==> config.mk <==
export PLATFORM = sky130hd
export DESIGN_NAME = alarm_scheduler
export DESIGN_NICKNAME = d
export VERILOG_FILES = /design/src/rtl/alarm_scheduler.sv
export SDC_FILE = /design/constraint.sdc
export NUM_CORES = 1
export LEC_CHECK = 0
export ABC_AREA = 0
export CAP_MARGIN = 20
export CORE_MARGIN = 10
export CORE_UTILIZATION = 59
export CTS_CLUSTER_DIAMETER = 40
export DETAILED_ROUTE_END_ITERATION = 12
export MAX_ROUTING_LAYER = met4
export PLACE_DENSITY = 0.8
export SKIP_CTS_REPAIR_TIMING = 1
export SLEW_MARGIN = 20
export SYNTH_ARGS = -nofsm -noshare
export SYNTH_HDL_FRONTEND = slang
export SYNTH_SLANG_ARGS = --single-unit
==> constraint.sdc <==
create_clock -name clk -period 3.43 [get_ports clk]
set_input_delay 0.686 -clock clk [delete_from_list [all_inputs] [get_ports clk]]
set_output_delay 0.686 -clock clk [all_outputs]
set_load 0.05 [all_outputs]
==> src/rtl/alarm_scheduler.sv <==
`default_nettype none
// ============================================================================
// Module   : alarm_scheduler
// Brief    : Temperature zone classifier (hysteresis + debounce) with a timed
//            mute window; drives the buzzer command estado.
// Revision : 1.0 - initial release
// ============================================================================
module alarm_scheduler #(
    parameter int TEMP_W      = 8,
    parameter int COLD_TH     = 18,
    parameter int HOT_TH      = 30,
    parameter int HYST        = 2,
    parameter int DEBOUNCE    = 4,
    parameter int MUTE_CYCLES = 500_000_000
) (
    input  logic              clk,
    input  logic              rst_n,
    input  logic [TEMP_W-1:0] temp,
    input  logic              temp_valid,
    input  logic              mute,
    output logic [1:0]        estado,
    output logic [1:0]        zona,
    output logic              muted
);

    localparam int CW = $clog2(DEBOUNCE + 1);
    localparam int TW = (MUTE_CYCLES > 1) ? $clog2(MUTE_CYCLES) : 1;

    localparam logic [CW-1:0]   c_debounce  = CW'(DEBOUNCE);
    localparam logic [TW-1:0]   c_mute_load = TW'(MUTE_CYCLES - 1);
    // Thresholds carry one extra bit so COLD_TH+HYST cannot wrap.
    localparam logic [TEMP_W:0] c_cold_th   = (TEMP_W+1)'(COLD_TH);
    localparam logic [TEMP_W:0] c_hot_th    = (TEMP_W+1)'(HOT_TH);
    localparam logic [TEMP_W:0] c_cold_hi   = (TEMP_W+1)'(COLD_TH + HYST);
    localparam logic [TEMP_W:0] c_hot_lo    = (TEMP_W+1)'((HOT_TH > HYST) ? (HOT_TH - HYST) : 0);

    localparam logic [1:0] c_frio   = 2'd0;
    localparam logic [1:0] c_normal = 2'd1;
    localparam logic [1:0] c_quente = 2'd2;

    typedef enum logic [0:0] {
        S_IDLE  = 1'b0,
        S_MUTED = 1'b1
    } state_t;

    state_t          r_state;
    state_t          w_state_nxt;
    logic [1:0]      r_zona;
    logic [1:0]      w_zona_nxt;
    logic [1:0]      r_estado;
    logic [1:0]      w_estado_nxt;
    logic [1:0]      r_cand;
    logic [1:0]      w_cand_nxt;
    logic [1:0]      w_cand;
    logic [CW-1:0]   r_cnt;
    logic [CW-1:0]   w_cnt_nxt;
    logic [TW-1:0]   r_timer;
    logic [TW-1:0]   w_timer_nxt;
    logic            w_zone_chg;
    logic [TEMP_W:0] w_temp;

    assign w_temp = {1'b0, temp};

    // Candidate zone depends on the current zone (hysteresis).
    always_comb begin
        w_cand = r_zona;
        case (r_zona)
            c_frio: begin
                if (w_temp > c_hot_th)        w_cand = c_quente;
                else if (w_temp >= c_cold_hi) w_cand = c_normal;
                else                          w_cand = c_frio;
            end
            c_quente: begin
                if (w_temp < c_cold_th)       w_cand = c_frio;
                else if (w_temp <= c_hot_lo)  w_cand = c_normal;
                else                          w_cand = c_quente;
            end
            default: begin
                if (w_temp < c_cold_th)       w_cand = c_frio;
                else if (w_temp > c_hot_th)   w_cand = c_quente;
                else                          w_cand = c_normal;
            end
        endcase
    end

    always_comb begin
        w_cnt_nxt  = r_cnt;
        w_cand_nxt = r_cand;
        w_zona_nxt = r_zona;
        w_zone_chg = 1'b0;
        if (temp_valid) begin
            if (w_cand == r_zona) begin
                w_cnt_nxt = '0;
            end else if (w_cand == r_cand) begin
                w_cnt_nxt = r_cnt + 1'b1;
            end else begin
                w_cand_nxt = w_cand;
                w_cnt_nxt  = CW'(1);
            end
            if ((w_cand != r_zona) && (w_cnt_nxt == c_debounce)) begin
                w_zona_nxt = w_cand;
                w_cnt_nxt  = '0;
                w_zone_chg = 1'b1;
            end
        end
    end

    // A zone change always beats a mute request on the same edge.
    always_comb begin
        w_state_nxt = r_state;
        w_timer_nxt = r_timer;
        case (r_state)
            S_IDLE: begin
                if (mute && (r_zona != c_normal) && !w_zone_chg) begin
                    w_state_nxt = S_MUTED;
                    w_timer_nxt = c_mute_load;
                end
            end
            S_MUTED: begin
                if (w_zone_chg) begin
                    w_state_nxt = S_IDLE;
                    w_timer_nxt = '0;
                end else if (mute) begin
                    w_timer_nxt = c_mute_load;
                end else if (r_timer == '0) begin
                    w_state_nxt = S_IDLE;
                end else begin
                    w_timer_nxt = r_timer - 1'b1;
                end
            end
            default: begin
                w_state_nxt = S_IDLE;
                w_timer_nxt = '0;
            end
        endcase
        w_estado_nxt = (w_state_nxt == S_MUTED) ? c_normal : w_zona_nxt;
    end

    always_ff @(posedge clk) begin
        if (!rst_n) begin
            r_state  <= S_IDLE;
            r_zona   <= c_normal;
            r_estado <= c_normal;
            r_cand   <= '0;
            r_cnt    <= '0;
            r_timer  <= '0;
        end else begin
            r_state  <= w_state_nxt;
            r_zona   <= w_zona_nxt;
            r_estado <= w_estado_nxt;
            r_cand   <= w_cand_nxt;
            r_cnt    <= w_cnt_nxt;
            r_timer  <= w_timer_nxt;
        end
    end

    assign estado = r_estado;
    assign zona   = r_zona;
    assign muted  = (r_state == S_MUTED);

endmodule
`default_nettype wire

==> run metrics <==
largest net degree at the start of global routing 21; setup TNS after final layout 0 ns; antenna violations before repair 0; DRT iter0 DRCs approximately 180; final hold vios 0; die area ~7100 um2; CP peak stage delay 0.66 ns; PwrDens between 300 and 400 nW/um2; synthesis-stage register bit count 39; fill count between 300 and 400; Setup crit end kind flop; Chip Width 84.3 um; static leakage roughly 0.0012 uW; PortBufs 16; commonest register cell after synthesis dfxtp_1; via/cell ratio about 6.4; Final Instance Area roughly 2800 um2; root buf cell clkbuf_8; Synth Cell Area about 2400 um2; clock buffer depth 2; first-pass GRT wire length between 10000 and 15000 um; RR Endpoint r_timer[18]$_SDFFE_PN0P_; Top delay family on crit path simple AND/OR/NAND/NOR gates; Worst Max-Slew Pin Slew roughly 0.94 ns; Crit. Startpoint temp[6]; crit path capture r_timer[3]$_SDFFE_PN0P_; crit-path max FO 7; Period minus WS final between 3 and 4 ns; number of remaining DRC errors 0; row cnt 23; clk_skew about 0.011 ns; Antenna Nets Post-Route 0; Total GRT Usage between 15 and 20%; drt first pass iters 5; Slew Viols, Final 0; DPL Wire Length ~4500 um; Synth warnings 0; DP Area between 2000 and 3000 um2; Final GP Congestion approximately 0.90; status finished, final reports clean; Crit Path Class in2reg; worst min path class reg2reg; worst r2r src r_timer[0]$_SDFFE_PN0P_; via count between 2000 and 2500; Clock Sinks 39; Tcrit/Tclk final 93.8%; Setup-failing EPs final 0; Inserted Diodes 0; routed length per instance between 15 and 20 um; highest clock rate slightly above 300 MHz; Reg clk slew, reported paths about 0.080 ns; Die H approximately 84 um; Num CTS Buffers 5; Most common cell on crit path buf_4; MaxCap Viol Count 0; startpoint type of the worst setup path primary input; Avg Inst Size Synth between 8 and 9 um2; vias in the first global route about 2300; CP arrival around 3.4 ns; Final nets between 300 and 400; Syn Inst Count between 200 and 300; drt total wl just over 6000 um; CP Buf/Inv Count 4; grt ovf 0; Initial Utilization 61.0%; max_slew headroom between 30% and 40%; number of cells on the critical path 11; reg2reg setup slack between 0.6 and 0.7 ns; RSZ-0062 raised after global routing no; slowest CP cell or4b_1; share of cells above drive strength 1 between 10% and 20%; register area share after synthesis about a third; Layout area overhead 16.4%; Netlist cell types 70; number of synthesized flops with an enable pin 0; Async SR Flop Fraction 0%; Worst EP required around 3.6 ns; net count after synthesis between 300 and 400; CTS tree built; Ports 17; Core Area around 4000 um2; worst path cell trace clkdlybuf4s50_1 -> or4b_1 -> buf_4 -> a2111oi_2 -> nor3_1 -> and4b_1 -> buf_4 -> a21oi_2 -> buf_4 -> nor3_1 -> a311oi_1; FF-to-FF path depth 9; VDD IR-drop max 0.304 mV; CTS H-Tree Depth 2; clock latency on the worst-skew pair roughly 0.3 ns
==> registers in the layout, summed over array words and instances, names as in the netlist <==
signal,flops
muted,1
estado,2
r_cand,2
zona,2
r_cnt,3
r_timer,29
==> worst min-delay path by stage <==
stage	startpoint	end	slack [ns]	cells past startpoint
detailed placement	r_timer[7]$_SDFFE_PN0P_	r_timer[7]$_SDFFE_PN0P_	0.45	2
finish	r_timer[7]$_SDFFE_PN0P_	r_timer[7]$_SDFFE_PN0P_	0.47	2
floorplan	r_timer[7]$_SDFFE_PN0P_	r_timer[7]$_SDFFE_PN0P_	0.43	2
CTS	r_timer[7]$_SDFFE_PN0P_	r_timer[7]$_SDFFE_PN0P_	0.47	2
global placement	r_timer[7]$_SDFFE_PN0P_	r_timer[7]$_SDFFE_PN0P_	0.45	2
global route	r_timer[27]$_SDFFE_PN0P_	r_timer[27]$_SDFFE_PN0P_	0.49	1
==> through the flow <==
| stage | std cells | setup slack [ns] | utilization [%] | power (uW) | hold slack [ns] |
|---|---|---|---|---|---|
| after detailed placement | 364 | -0.102 | 68.3 | 546 | 0.455 |
| final | 372 | 0.213 | 70.9 | 887 | 0.467 |
| after global placement | 364 | -0.0520 | 68.3 | 544 | 0.448 |
| after global routing | 372 | 0.0677 | 70.9 | 923 | 0.486 |
| after CTS | 372 | 0.206 | 70.9 | 896 | 0.468 |
| after floorplan | 294 | 0.654 | - | 512 | 0.434 |
==> cells by family (layout without fill, tap and decap cells) <==
| family | count (synthesis) | in the layout | synth area share [%] |
|---|---|---|---|
| compound gates | 91 | 91 | 29.0 |
| xor+xnor | 2 | 2 | 0.718 |
| fa+ha+maj | 3 | 3 | 1.44 |
| buf+inv | 25 | 53 | 4.82 |
| flops | 39 | 39 | 32.0 |
| mux | 3 | 3 | 1.23 |
| simple gates | 131 | 131 | 30.8 |
==> tightest hold or removal path: stages, from the launching register on <==
cell and delay (ns):
dfxtp_1 0.33, inv_1 0.05, a21oi_1 0.05
==> placed cells by master (no fill, tap or decap), types with 3 or more instances in the layout <==
cell and n:
o41ai_1 3, nand3_1 19, nand2_1 23, and3_1 7, o211ai_1 4, clkbuf_8 7
nor2_1 20, o311ai_0 3, a41oi_1 3, nand2b_1 5, clkdlybuf4s50_1 16, or3_1 8
a211o_1 5, mux2i_1 3, dfxtp_1 39, o22ai_1 4, o21a_1 4, or4_1 7
nor3_1 19, buf_4 13, inv_1 14, a21o_1 6, a21oi_1 23, o21ai_0 9
==> cell usage after synthesis (4+ instances only) <==
cell / n / share of area [%]
o22ai_1: 4 / 1.0
nand3_1: 19 / 3.9
nand2b_1: 5 / 1.3
inv_1: 14 / 2.2
nand2_1: 23 / 3.5
a211o_1: 5 / 1.8
a21o_1: 6 / 1.8
and3_1: 7 / 1.8
o21a_1: 4 / 1.2
nor2_1: 20 / 3.1
nor3_1: 19 / 3.9
o21ai_0: 9 / 1.8
dfxtp_1: 39 / 32
buf_2: 4 / 0.82
or4_1: 7 / 2.2
or3_1: 8 / 2.1
a21oi_1: 23 / 4.7
o211ai_1: 4 / 1.2
==> final cells by class <==
cell class,instances,area [um2],share of cell area [%]
Timing Repair Buffer,31,298,10.5
Inverter,14,52.6,1.85
Sequential cell,39,781,27.5
Clock buffer,7,96.3,3.40
Clock inverter,1,7.51,0.265
Tap cell,50,62.6,2.20
Multi-Input combinational cell,230,1540,54.3
==> power breakdown <==
part | leakage [uW] | total, uW | internal (uW) | switching (uW)
clock | 0.0000505 | 351 | 183 | 168
combinational | 0.000807 | 78.8 | 37.6 | 41.2
sequential | 0.000315 | 457 | 455 | 2.20
==> routing by layer <==
metal / vias to the layer above / track usage, % / wire (um)
li1: 1184 / - / -
met1: 1119 / 19.9 / 2680
met2: 56 / 30.3 / 3020
met3: 9 / 4.25 / 286
met4: 0 / 6.70 / 88
met5: - / - / 0
Power figures use the tool's default switching activity.
